--- config.mk ---
export PLATFORM = sky130hd
export DESIGN_NAME = biriscv_icache_flush_ctrl
export DESIGN_NICKNAME = d
export VERILOG_FILES = /design/src/rtl/biriscv_flush_pkg.sv /design/src/rtl/biriscv_icache_flush_ctrl.sv
export SDC_FILE = /design/constraint.sdc
export NUM_CORES = 1
export LEC_CHECK = 0
export CAP_MARGIN = 40
export CORE_AREA = 2 2 86 88
export CTS_CLUSTER_SIZE = 30
export DETAILED_ROUTE_END_ITERATION = 7
export DIE_AREA = 0 0 88 90
export GPL_TIMING_DRIVEN = 0
export SYNTH_ARGS = -nofsm -noshare
export SYNTH_HDL_FRONTEND = slang
export SYNTH_SLANG_ARGS = --single-unit
export TNS_END_PERCENT = 1
--- constraint.sdc ---
create_clock -name clk -period 3.6 [get_ports clk]
set_clock_uncertainty 0.1 [all_clocks]
set_input_delay 0.72 -clock clk [delete_from_list [all_inputs] [get_ports clk]]
set_output_delay 0.72 -clock clk [all_outputs]
set_load 0.05 [all_outputs]
--- src/rtl/biriscv_flush_pkg.sv ---
// Shared definitions for the icache flush controller: FSM state encoding and
// the widths of the optional statistics counters (ICACHE_FLUSH_STATS_EN).
package biriscv_flush_pkg;

  typedef enum logic [1:0] {
    StIdle  = 2'd0,
    StDrain = 2'd1,
    StWalk  = 2'd2,
    StDone  = 2'd3
  } flush_state_e;

  localparam int unsigned FlushCountW  = 16;
  localparam int unsigned FlushCyclesW = 32;

endpackage

--- src/rtl/biriscv_icache_flush_ctrl.sv ---
// Full icache invalidation sequencer for fence.i and debug flushes: hold fetch, drain,
// walk every line index, then redirect. ICACHE_FLUSH_STATS_EN adds flush statistics.
module biriscv_icache_flush_ctrl
  import biriscv_flush_pkg::*;
#(
  parameter int unsigned NUM_LINES  = 256,
  parameter int unsigned LINE_IDX_W = $clog2(NUM_LINES)
) (
  input  logic                    clk,
  input  logic                    rst,
  input  logic                    flush_req_i,
  input  logic [31:0]             flush_pc_i,
  input  logic                    dbg_flush_req_i,
  input  logic                    fetch_idle_i,
  output logic                    inv_valid_o,
  output logic [LINE_IDX_W-1:0]   inv_idx_o,
  input  logic                    inv_accept_i,
  output logic                    fetch_hold_o,
  output logic                    redirect_o,
  output logic [31:0]             redirect_pc_o,
  output logic                    flush_busy_o,
  output logic                    flush_done_o
`ifdef ICACHE_FLUSH_STATS_EN
  ,
  output logic [FlushCountW-1:0]  flush_count_o,
  output logic [FlushCyclesW-1:0] flush_cycles_o
`endif
);

  flush_state_e          state_q, state_d;
  logic [LINE_IDX_W-1:0] idx_q, idx_d;
  logic                  pending_q, pending_d;
  logic                  pend_redir_q, pend_redir_d;
  logic                  redir_q, redir_d;
  logic [31:0]           pc_q, pc_d;
  logic                  any_req;
  logic                  last_idx;

  assign any_req  = flush_req_i | dbg_flush_req_i;
  assign last_idx = (idx_q == LINE_IDX_W'(NUM_LINES - 1));

  always_comb begin
    state_d      = state_q;
    idx_d        = idx_q;
    pending_d    = pending_q;
    pend_redir_d = pend_redir_q;
    redir_d      = redir_q;
    pc_d         = pc_q;

    // The most recent fence.i PC always wins, whichever flush ends up using it.
    if (flush_req_i) begin
      pc_d = flush_pc_i;
    end

    if ((state_q == StDrain) || (state_q == StWalk)) begin
      if (any_req) begin
        pending_d = 1'b1;
      end
      if (flush_req_i) begin
        redir_d      = 1'b1;
        pend_redir_d = 1'b1;
      end
    end

    unique case (state_q)
      StIdle: begin
        if (any_req) begin
          state_d = StDrain;
          redir_d = flush_req_i;
        end
      end
      StDrain: begin
        if (fetch_idle_i) begin
          state_d = StWalk;
        end
      end
      StWalk: begin
        if (inv_accept_i) begin
          idx_d = idx_q + LINE_IDX_W'(1);
          if (last_idx) begin
            state_d = StDone;
          end
        end
      end
      StDone: begin
        pending_d    = 1'b0;
        pend_redir_d = 1'b0;
        // A request landing in this cycle is folded straight into the follow-on flush.
        if (pending_q || any_req) begin
          state_d = StDrain;
          redir_d = pend_redir_q | flush_req_i;
        end else begin
          state_d = StIdle;
        end
      end
      default: state_d = StIdle;
    endcase
  end

  always_ff @(posedge clk) begin
    if (rst) begin
      state_q      <= StIdle;
      idx_q        <= '0;
      pending_q    <= 1'b0;
      pend_redir_q <= 1'b0;
      redir_q      <= 1'b0;
      pc_q         <= '0;
    end else begin
      state_q      <= state_d;
      idx_q        <= idx_d;
      pending_q    <= pending_d;
      pend_redir_q <= pend_redir_d;
      redir_q      <= redir_d;
      pc_q         <= pc_d;
    end
  end

  assign flush_busy_o  = (state_q != StIdle);
  assign fetch_hold_o  = (state_q == StDrain) || (state_q == StWalk);
  assign inv_valid_o   = (state_q == StWalk);
  assign inv_idx_o     = idx_q;
  assign flush_done_o  = (state_q == StDone);
  assign redirect_o    = flush_done_o & redir_q;
  assign redirect_pc_o = redirect_o ? pc_q : 32'h0;

`ifdef ICACHE_FLUSH_STATS_EN
  always_ff @(posedge clk) begin
    if (rst) begin
      flush_count_o  <= '0;
      flush_cycles_o <= '0;
    end else begin
      if (flush_done_o && (flush_count_o != '1)) begin
        flush_count_o <= flush_count_o + FlushCountW'(1);
      end
      if (flush_busy_o) begin
        flush_cycles_o <= flush_cycles_o + FlushCyclesW'(1);
      end
    end
  end
`endif

endmodule

==> impl_metrics.toml <==
[run_status]
outcome = "finished, final reports clean"

[finish]
instances_no_fill = 406
n_antenna_cell = 0
drive_above_1_share_pct = 4.56
layout_common_cells = "52 x clkdlybuf4s50_1, 45 x dfxtp_1, 39 x nor2_1"
final_core_util_pct = 44.6
finalNetCount = 351
final_common_cell = "clkdlybuf4s50_1"
syn_to_final_growth_pct = 54.0

[global_route]
grt_first_pass_wirelength_um = 8580
track_usage_pct = 13.8
antenna_found_initial = 0
grt_max_degree = 14
grt_overflow = 0
grt_pass1_vias = 1792

[routing]
drtIter0Drc = 61
wl_per_cell_um = 13.2
viasPerCell = 4.49
postRouteAntennaNets = 0
drc = 0
drt_wl_total_um = 5360
dr.pass1.iters = 4
vias = 1823

[setup_path]
cp.arrival_ps = 2360
start_kind = "register"
path_max_fanout = 10
end_kind = "output pin"
worstPathRequired_ps = 2780
r2r-start = "state_q[0]$_SDFFE_PP0P_"
reg2reg_depth = 7
crit_type = "register to output pin"
r2r_slack_ps = 1870
r2r-end = "inv_idx_o[6]$_SDFFE_PP0P_"

[min_path]
min_delay_path_depth = 2
hp-class = "register to register"
hold_path.startpoint = "pc_q[1]$_SDFFE_PP0P_"
min_to = "pc_q[1]$_SDFFE_PP0P_"

[timing]
tightest_slew_ps = 544
slew_viol_final = 0
hold_slack_ps = 386
relSlewSlack_pct = 63.6
timing.final.ws_setup_ps = 424
rsz0062_at_grt = "no"
setup_viol = 0
period_share_pct = 88.2
final-hold-violation-count = 0
setup_tns_ps = 0
fmax_mhz = 315
finalCriticalPeriod_ps = 3180

[clock_tree]
hold_buffers = 0
clkSlewWorstSetupHoldPaths_ps = 80
root_buffer = "clkbuf_8"
ctsHtreeMaxLevel = 2
tritoncts = "yes"
clock_sinks = 45
cts_buffers = 5
insertion_delay_ps = 290
clk_path_buf_depth = 2

[logic_synthesis]
ys_warn_count = 0
yosysUniqueCellTypes = 28
ys_seq_area_share_pct = 44.3
syn_area_um2 = 2030
avgSynthCellArea_um2 = 9.24
syn_nets = 264
syn_inst = 220
synth_seq_cells = 45

[placement]
gp_congestion = 0.736
hpwl_um = 3860
post-place-ws_ps = 355
portBuffers = 80
dp_cells = 399

[floorplan]
boundaryPins = 83
die_w_um = 88
die_h_um = 90
die_area_um2 = 7920
num_rows = 31
start_util_pct = 29.0
core_um2 = 7020

[pwr]
vdd_drop_max_uv = 199
p_leak_uw = 0.00187
power_density_nw_per_um2 = 451

[run]
cap_violations = 0
==> what timing repair did <==
action,4_1_cts,5_1_grt
gates resized for setup,0,28
setup endpoints to repair,0,28
setup buffers,0,0
hold endpoints to repair,0,0
==> worst max-delay path, cell delays in order (launching register included) <==
cell             delay, ps
dfxtp_1                410
ha_1                   240
clkbuf_1               360
and3_1                 250
clkdlybuf4s50_1        810
==> cells by family after synthesis <==
logic type	Yosys count	share of synthesized area [%]
buffers and inverters	21	4.43
flip-flops	45	44.3
AND/OR/NAND/NOR	96	24.1
adder cells (fa/ha/maj)	6	3.69
multiplexers	33	16.2
XOR/XNOR	7	3.02
AO/OA/AOI/OAI	12	4.19
==> Yosys cell counts <==
| master | count | area share [%] |
|---|---|---|
| nand2_1 | 6 | 1.1 |
| clkbuf_1 | 10 | 1.8 |
| inv_2 | 1 | 0.18 |
| o21ai_1 | 2 | 0.49 |
| dfxtp_1 | 45 | 44 |
| o2111ai_1 | 2 | 0.86 |
| and3_1 | 34 | 10 |
| buf_2 | 3 | 0.74 |
| nor3b_1 | 1 | 0.37 |
| nand2b_1 | 4 | 1.2 |
| o31a_1 | 1 | 0.43 |
| inv_1 | 3 | 0.55 |
| or2_1 | 2 | 0.62 |
| nand4_1 | 4 | 1.2 |
| a21oi_1 | 4 | 0.98 |
| buf_6 | 1 | 0.55 |
| and2_1 | 2 | 0.62 |
| and3_4 | 1 | 0.55 |
| a221oi_2 | 1 | 0.74 |
| mux2i_1 | 33 | 16 |
| nor3_1 | 3 | 0.74 |
| buf_1 | 3 | 0.55 |
| o31ai_1 | 1 | 0.37 |
| nor2_1 | 39 | 7.2 |
| a31oi_1 | 1 | 0.31 |
| ha_1 | 6 | 3.7 |
| xnor2_1 | 2 | 0.86 |
| xor2_1 | 5 | 2.2 |
==> flip-flops by register name (all words and copies together) (netlist names) <==
signal / count
inv_idx_o: 8
pc_q: 32
pend_redir_q: 1
state_q: 2
pending_q: 1
redir_q: 1
==> power by group <==
group | leakage [µW] | switching, µW | internal [µW]
sequential | 0.000370 | 33.1 | 543
combinational | 0.00145 | 282 | 183
clock | 0.0000540 | 168 | 202
==> metrics by stage <==
stage               cell area (µm²)  power, µW
floorplan                      2030        901
global placement               2960       1050
detailed placement             2960       1060
CTS                            3060       1430
global route                   3130       1500
finish                         3130       1410
==> routing by layer <==
metal,GRT usage (%),vias to the layer above,share of wire (%)
met4,4.74,0,1.5
met3,5.14,9,8.0
met5,0,-,0
li1,-,921,-
met2,21.1,51,47
met1,17.6,842,44
==> final cells by class <==
cell class / instances / area (µm²)
Fill cell: 725 / 3890
Multi-Input combinational cell: 154 / 1040
Sequential cell: 45 / 901
Timing Repair Buffer: 80 / 871
Tap cell: 99 / 124
Buffer: 17 / 75.1
Clock buffer: 5 / 68.8
Clock inverter: 2 / 35.0
Inverter: 4 / 15.0
==> how the worst max path moves through the flow <==
stage / end / slack [ps] / depth (start not counted) / startpoint
5_1_grt: redirect_pc_o[4] / 240 / 5 / state_q[1]$_SDFFE_PP0P_
3_3_place_gp: redirect_pc_o[5] / 360 / 5 / state_q[1]$_SDFFE_PP0P_
3_5_place_dp: redirect_pc_o[5] / 360 / 5 / state_q[1]$_SDFFE_PP0P_
4_1_cts: redirect_pc_o[5] / 40 / 5 / state_q[1]$_SDFFE_PP0P_
6_report: redirect_pc_o[1] / 420 / 4 / state_q[1]$_SDFFE_PP0P_
2_1_floorplan: redirect_pc_o[24] / 880 / 4 / state_q[1]$_SDFFE_PP0P_
Power figures use the tool's default switching activity.
